==> src/rtl/encoder_r32i_pkg.sv <==
// Shared definitions for the RV32I instruction encoder: format codes,
// major opcode constants and the decoded-field bundle.
package encoder_r32i_pkg;

    localparam int DATA_W = 32;

    typedef enum logic [2:0] {
        FMT_R = 3'd0,
        FMT_I = 3'd1,
        FMT_S = 3'd2,
        FMT_B = 3'd3,
        FMT_U = 3'd4,
        FMT_J = 3'd5
    } fmt_e;

    // Major opcodes, shared with the instruction decoder.
    localparam logic [6:0] OP_LOAD   = 7'h03;
    localparam logic [6:0] OP_IMM    = 7'h13;
    localparam logic [6:0] OP_AUIPC  = 7'h17;
    localparam logic [6:0] OP_STORE  = 7'h23;
    localparam logic [6:0] OP_REG    = 7'h33;
    localparam logic [6:0] OP_LUI    = 7'h37;
    localparam logic [6:0] OP_BRANCH = 7'h63;
    localparam logic [6:0] OP_JALR   = 7'h67;
    localparam logic [6:0] OP_JAL    = 7'h6F;

    typedef struct packed {
        logic [2:0]  fmt;
        logic [6:0]  opcode;
        logic [2:0]  funct3;
        logic [6:0]  funct7;
        logic [4:0]  rd;
        logic [4:0]  rs1;
        logic [4:0]  rs2;
        logic [31:0] imm;
    } field_bundle_t;

    // Codes 6 and 7 have no instruction layout.
    function automatic logic fmt_legal(input logic [2:0] f);
        return f <= 3'(FMT_J);
    endfunction

endpackage

==> src/rtl/encoder_r32i_imm_packer.sv <==
// Combinational immediate scatter for the RV32I encoder: places the Imm bits
// of each format into their instruction-word positions. With
// ENCODER_RANGECHECK_EN defined it also flags immediates that do not fit
// the format; otherwise extra bits are silently truncated.
module encoder_r32i_imm_packer
    import encoder_r32i_pkg::*;
(
    input  logic [2:0]  fmt,
    input  logic [31:0] imm,
    output logic [31:0] imm_bits,
    output logic        range_err
);

    // Scatter immediate bits into their per-format positions
    always_comb begin
        imm_bits = '0;
        case (fmt)
            FMT_I: imm_bits[31:20] = imm[11:0];
            FMT_S: begin
                imm_bits[31:25] = imm[11:5];
                imm_bits[11:7]  = imm[4:0];
            end
            FMT_B: begin
                imm_bits[31]    = imm[12];
                imm_bits[30:25] = imm[10:5];
                imm_bits[11:8]  = imm[4:1];
                imm_bits[7]     = imm[11];
            end
            FMT_U: imm_bits[31:12] = imm[31:12];
            FMT_J: begin
                imm_bits[31]    = imm[20];
                imm_bits[30:21] = imm[10:1];
                imm_bits[20]    = imm[11];
                imm_bits[19:12] = imm[19:12];
            end
            default: imm_bits = '0;
        endcase
    end

`ifdef ENCODER_RANGECHECK_EN
    // An immediate fits when every bit above the field equals its sign bit
    always_comb begin
        range_err = 1'b0;
        case (fmt)
            FMT_I, FMT_S: range_err = (imm[31:11] != {21{imm[11]}});
            FMT_B:        range_err = (imm[31:12] != {20{imm[12]}}) || imm[0];
            FMT_J:        range_err = (imm[31:20] != {12{imm[20]}}) || imm[0];
            FMT_U:        range_err = (imm[11:0] != 12'd0);
            default:      range_err = 1'b0;
        endcase
    end
`else
    assign range_err = 1'b0;
`endif

endmodule

==> src/rtl/encoder_r32i.sv <==
// RV32I instruction encoder / program writer. Field bundles enter S1 over a
// valid/ready stream; S2 holds the packed word and its word-aligned memory
// address. Bundles with an illegal format (or, with ENCODER_RANGECHECK_EN,
// an out-of-range immediate) are dropped at S1 and counted.
module encoder_r32i
    import encoder_r32i_pkg::*;
#(
    parameter int dataW = 32
) (
    input  logic             clk,
    input  logic             nReset,
    input  logic             InValid,
    output logic             InReady,
    input  logic [2:0]       Fmt,
    input  logic [6:0]       Opcode,
    input  logic [2:0]       Funct3,
    input  logic [6:0]       Funct7,
    input  logic [4:0]       Rd,
    input  logic [4:0]       Rs1,
    input  logic [4:0]       Rs2,
    input  logic [dataW-1:0] Imm,
    input  logic             BaseLoad,
    input  logic [dataW-1:0] BaseAddr,
    output logic             OutValid,
    input  logic             OutReady,
    output logic [dataW-1:0] InsWord,
    output logic [dataW-1:0] InsAddr,
    output logic             ErrSticky,
    output logic [7:0]       ErrCount
);

    logic             s1_valid;
    field_bundle_t    s1_data;
    logic             s2_valid;
    logic [dataW-1:0] ins_word;
    logic [dataW-1:0] ins_addr;
    logic [dataW-1:0] next_addr;
    logic             err_sticky;
    logic [7:0]       err_count;

    logic [31:0]      imm_bits;
    logic             range_err;
    logic             reject;
    logic             s2_ready;
    logic             s1_leave;
    logic             s1_ready;
    logic             xfer;
    logic [dataW-1:0] enc_word;
    logic [dataW-1:0] base_aligned;
    logic [dataW-1:0] xfer_addr;

    encoder_r32i_imm_packer u_imm_packer (
        .fmt       (s1_data.fmt),
        .imm       (s1_data.imm),
        .imm_bits  (imm_bits),
        .range_err (range_err)
    );

    // A rejected bundle leaves S1 without needing S2 space
    assign reject       = !fmt_legal(s1_data.fmt) || range_err;
    assign s2_ready     = !s2_valid || OutReady;
    assign s1_leave     = s1_valid && (reject || s2_ready);
    assign s1_ready     = !s1_valid || s1_leave;
    assign xfer         = s1_valid && !reject && s2_ready;
    assign base_aligned = BaseAddr & 32'hFFFF_FFFC;
    assign xfer_addr    = BaseLoad ? base_aligned : next_addr;

    assign InReady   = s1_ready;
    assign OutValid  = s2_valid;
    assign InsWord   = ins_word;
    assign InsAddr   = ins_addr;
    assign ErrSticky = err_sticky;
    assign ErrCount  = err_count;

    // Merge opcode and register fields with the placed immediate
    always_comb begin
        enc_word      = imm_bits;
        enc_word[6:0] = s1_data.opcode;
        case (s1_data.fmt)
            FMT_R: begin
                enc_word[31:25] = s1_data.funct7;
                enc_word[24:20] = s1_data.rs2;
                enc_word[19:15] = s1_data.rs1;
                enc_word[14:12] = s1_data.funct3;
                enc_word[11:7]  = s1_data.rd;
            end
            FMT_I: begin
                enc_word[19:15] = s1_data.rs1;
                enc_word[14:12] = s1_data.funct3;
                enc_word[11:7]  = s1_data.rd;
            end
            FMT_S, FMT_B: begin
                enc_word[24:20] = s1_data.rs2;
                enc_word[19:15] = s1_data.rs1;
                enc_word[14:12] = s1_data.funct3;
            end
            FMT_U, FMT_J: enc_word[11:7] = s1_data.rd;
            default: ;
        endcase
    end

    // S1: capture the incoming field bundle
    always_ff @(posedge clk or negedge nReset) begin
        if (!nReset) begin
            s1_valid <= 1'b0;
            s1_data  <= '0;
        end else if (s1_ready) begin
            s1_valid <= InValid;
            if (InValid) begin
                s1_data <= '{fmt: Fmt, opcode: Opcode, funct3: Funct3, funct7: Funct7,
                             rd: Rd, rs1: Rs1, rs2: Rs2, imm: Imm};
            end
        end
    end

    // S2: hold the encoded word and its address until accepted downstream
    always_ff @(posedge clk or negedge nReset) begin
        if (!nReset) begin
            s2_valid <= 1'b0;
            ins_word <= '0;
            ins_addr <= '0;
        end else if (s2_ready) begin
            s2_valid <= xfer;
            if (xfer) begin
                ins_word <= enc_word;
                ins_addr <= xfer_addr;
            end
        end
    end

    // Address counter: advance on every good word, reload on BaseLoad
    always_ff @(posedge clk or negedge nReset) begin
        if (!nReset) begin
            next_addr <= '0;
        end else if (xfer) begin
            next_addr <= xfer_addr + 32'd4;
        end else if (BaseLoad) begin
            next_addr <= base_aligned;
        end
    end

    // Error tracking for bundles dropped at S1; count saturates at 255
    always_ff @(posedge clk or negedge nReset) begin
        if (!nReset) begin
            err_sticky <= 1'b0;
            err_count  <= '0;
        end else if (s1_valid && reject) begin
            err_sticky <= 1'b1;
            if (err_count != 8'hFF) begin
                err_count <= err_count + 8'd1;
            end
        end
    end

endmodule
==> config.mk <==
export PLATFORM = sky130hd
export DESIGN_NAME = encoder_r32i
export DESIGN_NICKNAME = d
export VERILOG_FILES = /design/src/rtl/encoder_r32i_pkg.sv /design/src/rtl/encoder_r32i_imm_packer.sv /design/src/rtl/encoder_r32i.sv
export SDC_FILE = /design/constraint.sdc
export NUM_CORES = 1
export LEC_CHECK = 0
export ABC_AREA = 0
export CORE_MARGIN = 1.5
export CORE_UTILIZATION = 47
export CTS_BUF_LIST = sky130_fd_sc_hd__clkbuf_4 sky130_fd_sc_hd__clkbuf_8
export DETAILED_ROUTE_END_ITERATION = 7
export PLACE_DENSITY = 0.78
export SYNTH_ARGS = -nofsm -noshare
export SYNTH_HDL_FRONTEND = slang
export SYNTH_SLANG_ARGS = --single-unit
==> constraint.sdc <==
create_clock -name clk -period 1.8 [get_ports clk]
set_input_delay 0.45 -clock clk [delete_from_list [all_inputs] [get_ports clk]]
set_output_delay 0.45 -clock clk [all_outputs]
set_load 0.01 [all_outputs]
==> results.ini <==
[power]
netSwitchingPower_mw=3.62
p_clk_share_pct=23.4
irDropWorstVdd_mv=0.578
swShare_pct=31.8
seq_power_share_pct=46.6
power_leakage_nw=4.86
combinationalPowerShare_pct=30.0
power_density_mw_per_mm2=1060
internal-power_mw=7.77

[min_path]
hold_end=InsAddr[9]
hp-class=in -> reg
hold_depth=3
min_from=BaseAddr[9]

[placement]
finalWeightedCongestion=0.809
dp_hpwl_um=14000
place_area_sq_mm=0.0103
portBuffers=176

[floorplanning]
fp.dieArea_sq_mm=0.0173
core_sq_mm=0.0160
die_h_um=132
die_x_um=132
row_count=46
initial_utilization_pct=48.5
io_pins=179

[cts]
cts_tree=built
numCtsBuffers=17
cts_buffer_depth=2
clock-sinks=174
htreeDepth=4
cts-root-buf=clkbuf_8
clock_latency_ns=0.46
path_clk_slew_ns=0.09

[run_status]
run_status=finished, final reports clean

[layout]
postLayoutCellArea_sq_mm=0.0108
drive_gt1_share_pct=23.1
regArea_sq_mm=0.00435
nets=1030
area_growth_pct=38.8
n_fill_cell=1299
antenna_cells=0
utilization_pct=67.4
multiInputGateArea_sq_mm=0.00337

[grt]
use_met3_pct=5.94
grt_usage_pct=23.0
grtUsageMet2_pct=37.0
grt_max_degree=64
grt_pass1_vias=6149
met1_usage_pct=29.7
grt-busiest-layer=met2
grt_pass1_wl_um=31600
overflow=0
grt_antenna_before_repair=0

[critical_path]
crit_path_max_incr_delay_ns=0.52
critPathBufInv=2
end_kind=flip-flop
path_cells=clkdlybuf4s50_1, and3_1, buf_4, o2111ai_4, nor3b_2, and3b_1, xnor2_1, mux2i_1
crit_fanout=3
r2r.worst_path.cells=7
reg2reg_from=OutValid
cp-startpoint=BaseAddr[5]
r2r-end=next_addr[9]
regToRegSetupSlack_ns=0.04
cp_top_family=simple AND/OR/NAND/NOR gates
critPathSlowestCell=clkdlybuf4s50_1
required_ns=2.15
arrival_ns=2.11
cp-start-kind=input pin
path_class=in -> reg

[route]
initialDrtViolationCount=382
wirelength_um=19100
ant_nets=0
firstDrtPassIters=5
via_count=6003
vias_per_cell=5.22
routedWlPerCell_um=16.6
drc_errors=0

[synthesis]
yosys_warnings=0
synth_edf_count=0
syn_area_per_cell_sq_um=11.3
seq_area_frac_synth_pct=56.1
synth_top_cell_by_area=dfrtp_1
synth_top_area_share_pct=56.1
netlist_area_sq_mm=0.00777
synth_nets=794
synth-async-reset-ratio_pct=100
synth_cell_types=49
synth-seq-cells=174
synthTopCellsByArea=dfrtp_1, mux2_2, nand2_1
synthCells=688
ys.flop_type=dfrtp_1

[sta]
slew_headroom_pct=66.2
rsz0062_at_grt=true
timing.final.hold_violations=0
slew_violations=0
fmax_mhz=566
skew_ns=0.0133
min_period_ns=1.77
whs_ns=0.332
setup_viol=0
period_share_pct=98.2
tightestPinTransition_ns=0.506

[flow_run]
maxCapViolations=0

==> Yosys cell counts (2+ instances only) <==
cell       number
mux2_2         74
xor2_1         12
nor2_1         48
a21oi_1        15
buf_2          13
nor2b_1        10
o21ai_0        45
nand4b_1        2
mux2i_1        30
a221oi_1       13
and3_1          3
dfrtp_1       174
nand2b_1        4
nand2_1       106
nand4_1         5
a32oi_1         2
xnor2_1        27
o2111ai_1       2
buf_6           3
nand3b_1        7
nand3_1        22
clkbuf_1       19
a22oi_2         2
a22oi_1        13
a32o_1          3
and3b_1         2
ha_1            2
nand4_2         2
nor3_1          3
inv_1           6
==> per-stage QoR <==
stage / setup TNS (ns) / cells / worst slack [ns] / total power [mW]
after floorplan: -4.82 / 688 / -0.461 / 6.97
after global placement: -37.95 / 1111 / -0.536 / 9.01
after detailed placement: -38.11 / 1111 / -0.582 / 9.13
after CTS: -0.152 / 1149 / -0.152 / 11.4
after global routing: -0.254 / 1151 / -0.0442 / 12.0
final: 0 / 1151 / 0.0324 / 11.4
==> final cells by class <==
type,count,share of cell area (%)
clock buffers,21,2.45
clock inverters,9,1.04
inverters,7,0.279
multi-input cells,471,31.3
flip-flops and latches,174,40.4
well taps,216,2.51
repair buffers,253,22.0
==> cell families after synthesis <==
| logic type | synth area share (%) |
|---|---|
| flops | 56.1 |
| buf+inv | 2.63 |
| xor+xnor | 4.40 |
| compound gates | 8.96 |
| fa+ha+maj | 0.322 |
| mux | 14.6 |
| simple gates | 13.0 |
==> repair_timing <==
action	in CTS	in global routing
pin swaps	5	12
hold endpoints to repair	24	0
resized for setup	85	20
setup buffers	7	2
endpoints found under the setup margin	91	32
hold buffers	1	0
==> worst min-delay path, delay by kind of cell <==
family | cells | cell delay, ns
AO/OA/AOI/OAI | 1 | 0.07
AND/OR/NAND/NOR | 1 | 0.09
buffers and inverters | 1 | 0.14
==> state kept, by name, summed over array words and instances (netlist names) <==
name	flops
s1_valid	1
ErrSticky	1
InsAddr	32
next_addr	32
s1_data	60
ErrCount	8
OutValid	1
InsWord	32
enc_word	7
==> metal layers <==
metal | part of all wire, % | wire length [um]
met1 | 44 | 8420
met2 | 48 | 9150
met3 | 5.7 | 1090
met4 | 2.4 | 458
met5 | 0 | 0
==> cell usage in the layout (no fill, tap or decap), types with 13 or more instances in the layout <==
cell type        Yosys  routed
nand3_1             22      21
mux2i_1             30      28
xnor2_1             27      27
a21oi_1             15      14
dfrtp_1            174     174
clkbuf_8             0      17
buf_4                1      65
mux2_2              74      74
a221oi_1            13      13
nand2_1            106     103
o21ai_0             45      45
nor2_1              48      41
dlygate4sd2_1        0      77
a22oi_1             13      13
clkdlybuf4s50_1      0      92
==> power by group through the flow <==
stage / sequential (mW) / clock (mW) / combinational, mW
after floorplan: 5.55 / 0 / 1.42
after global placement: 5.39 / 0 / 3.63
after detailed placement: 5.42 / 0 / 3.71
after CTS: 5.31 / 2.73 / 3.41
after global routing: 5.42 / 2.88 / 3.73
final: 5.31 / 2.66 / 3.42
==> worst max-delay path by stage <==
stage	endpoint	cells past startpoint	slack, ns
2_1_floorplan	next_addr[14]	12	-0.46
3_3_place_gp	next_addr[15]	7	-0.54
3_5_place_dp	next_addr[14]	10	-0.58
4_1_cts	InReady	3	-0.15
5_1_grt	next_addr[19]	6	-0.04
6_report	next_addr[14]	8	0.03
Power figures use the tool's default switching activity.
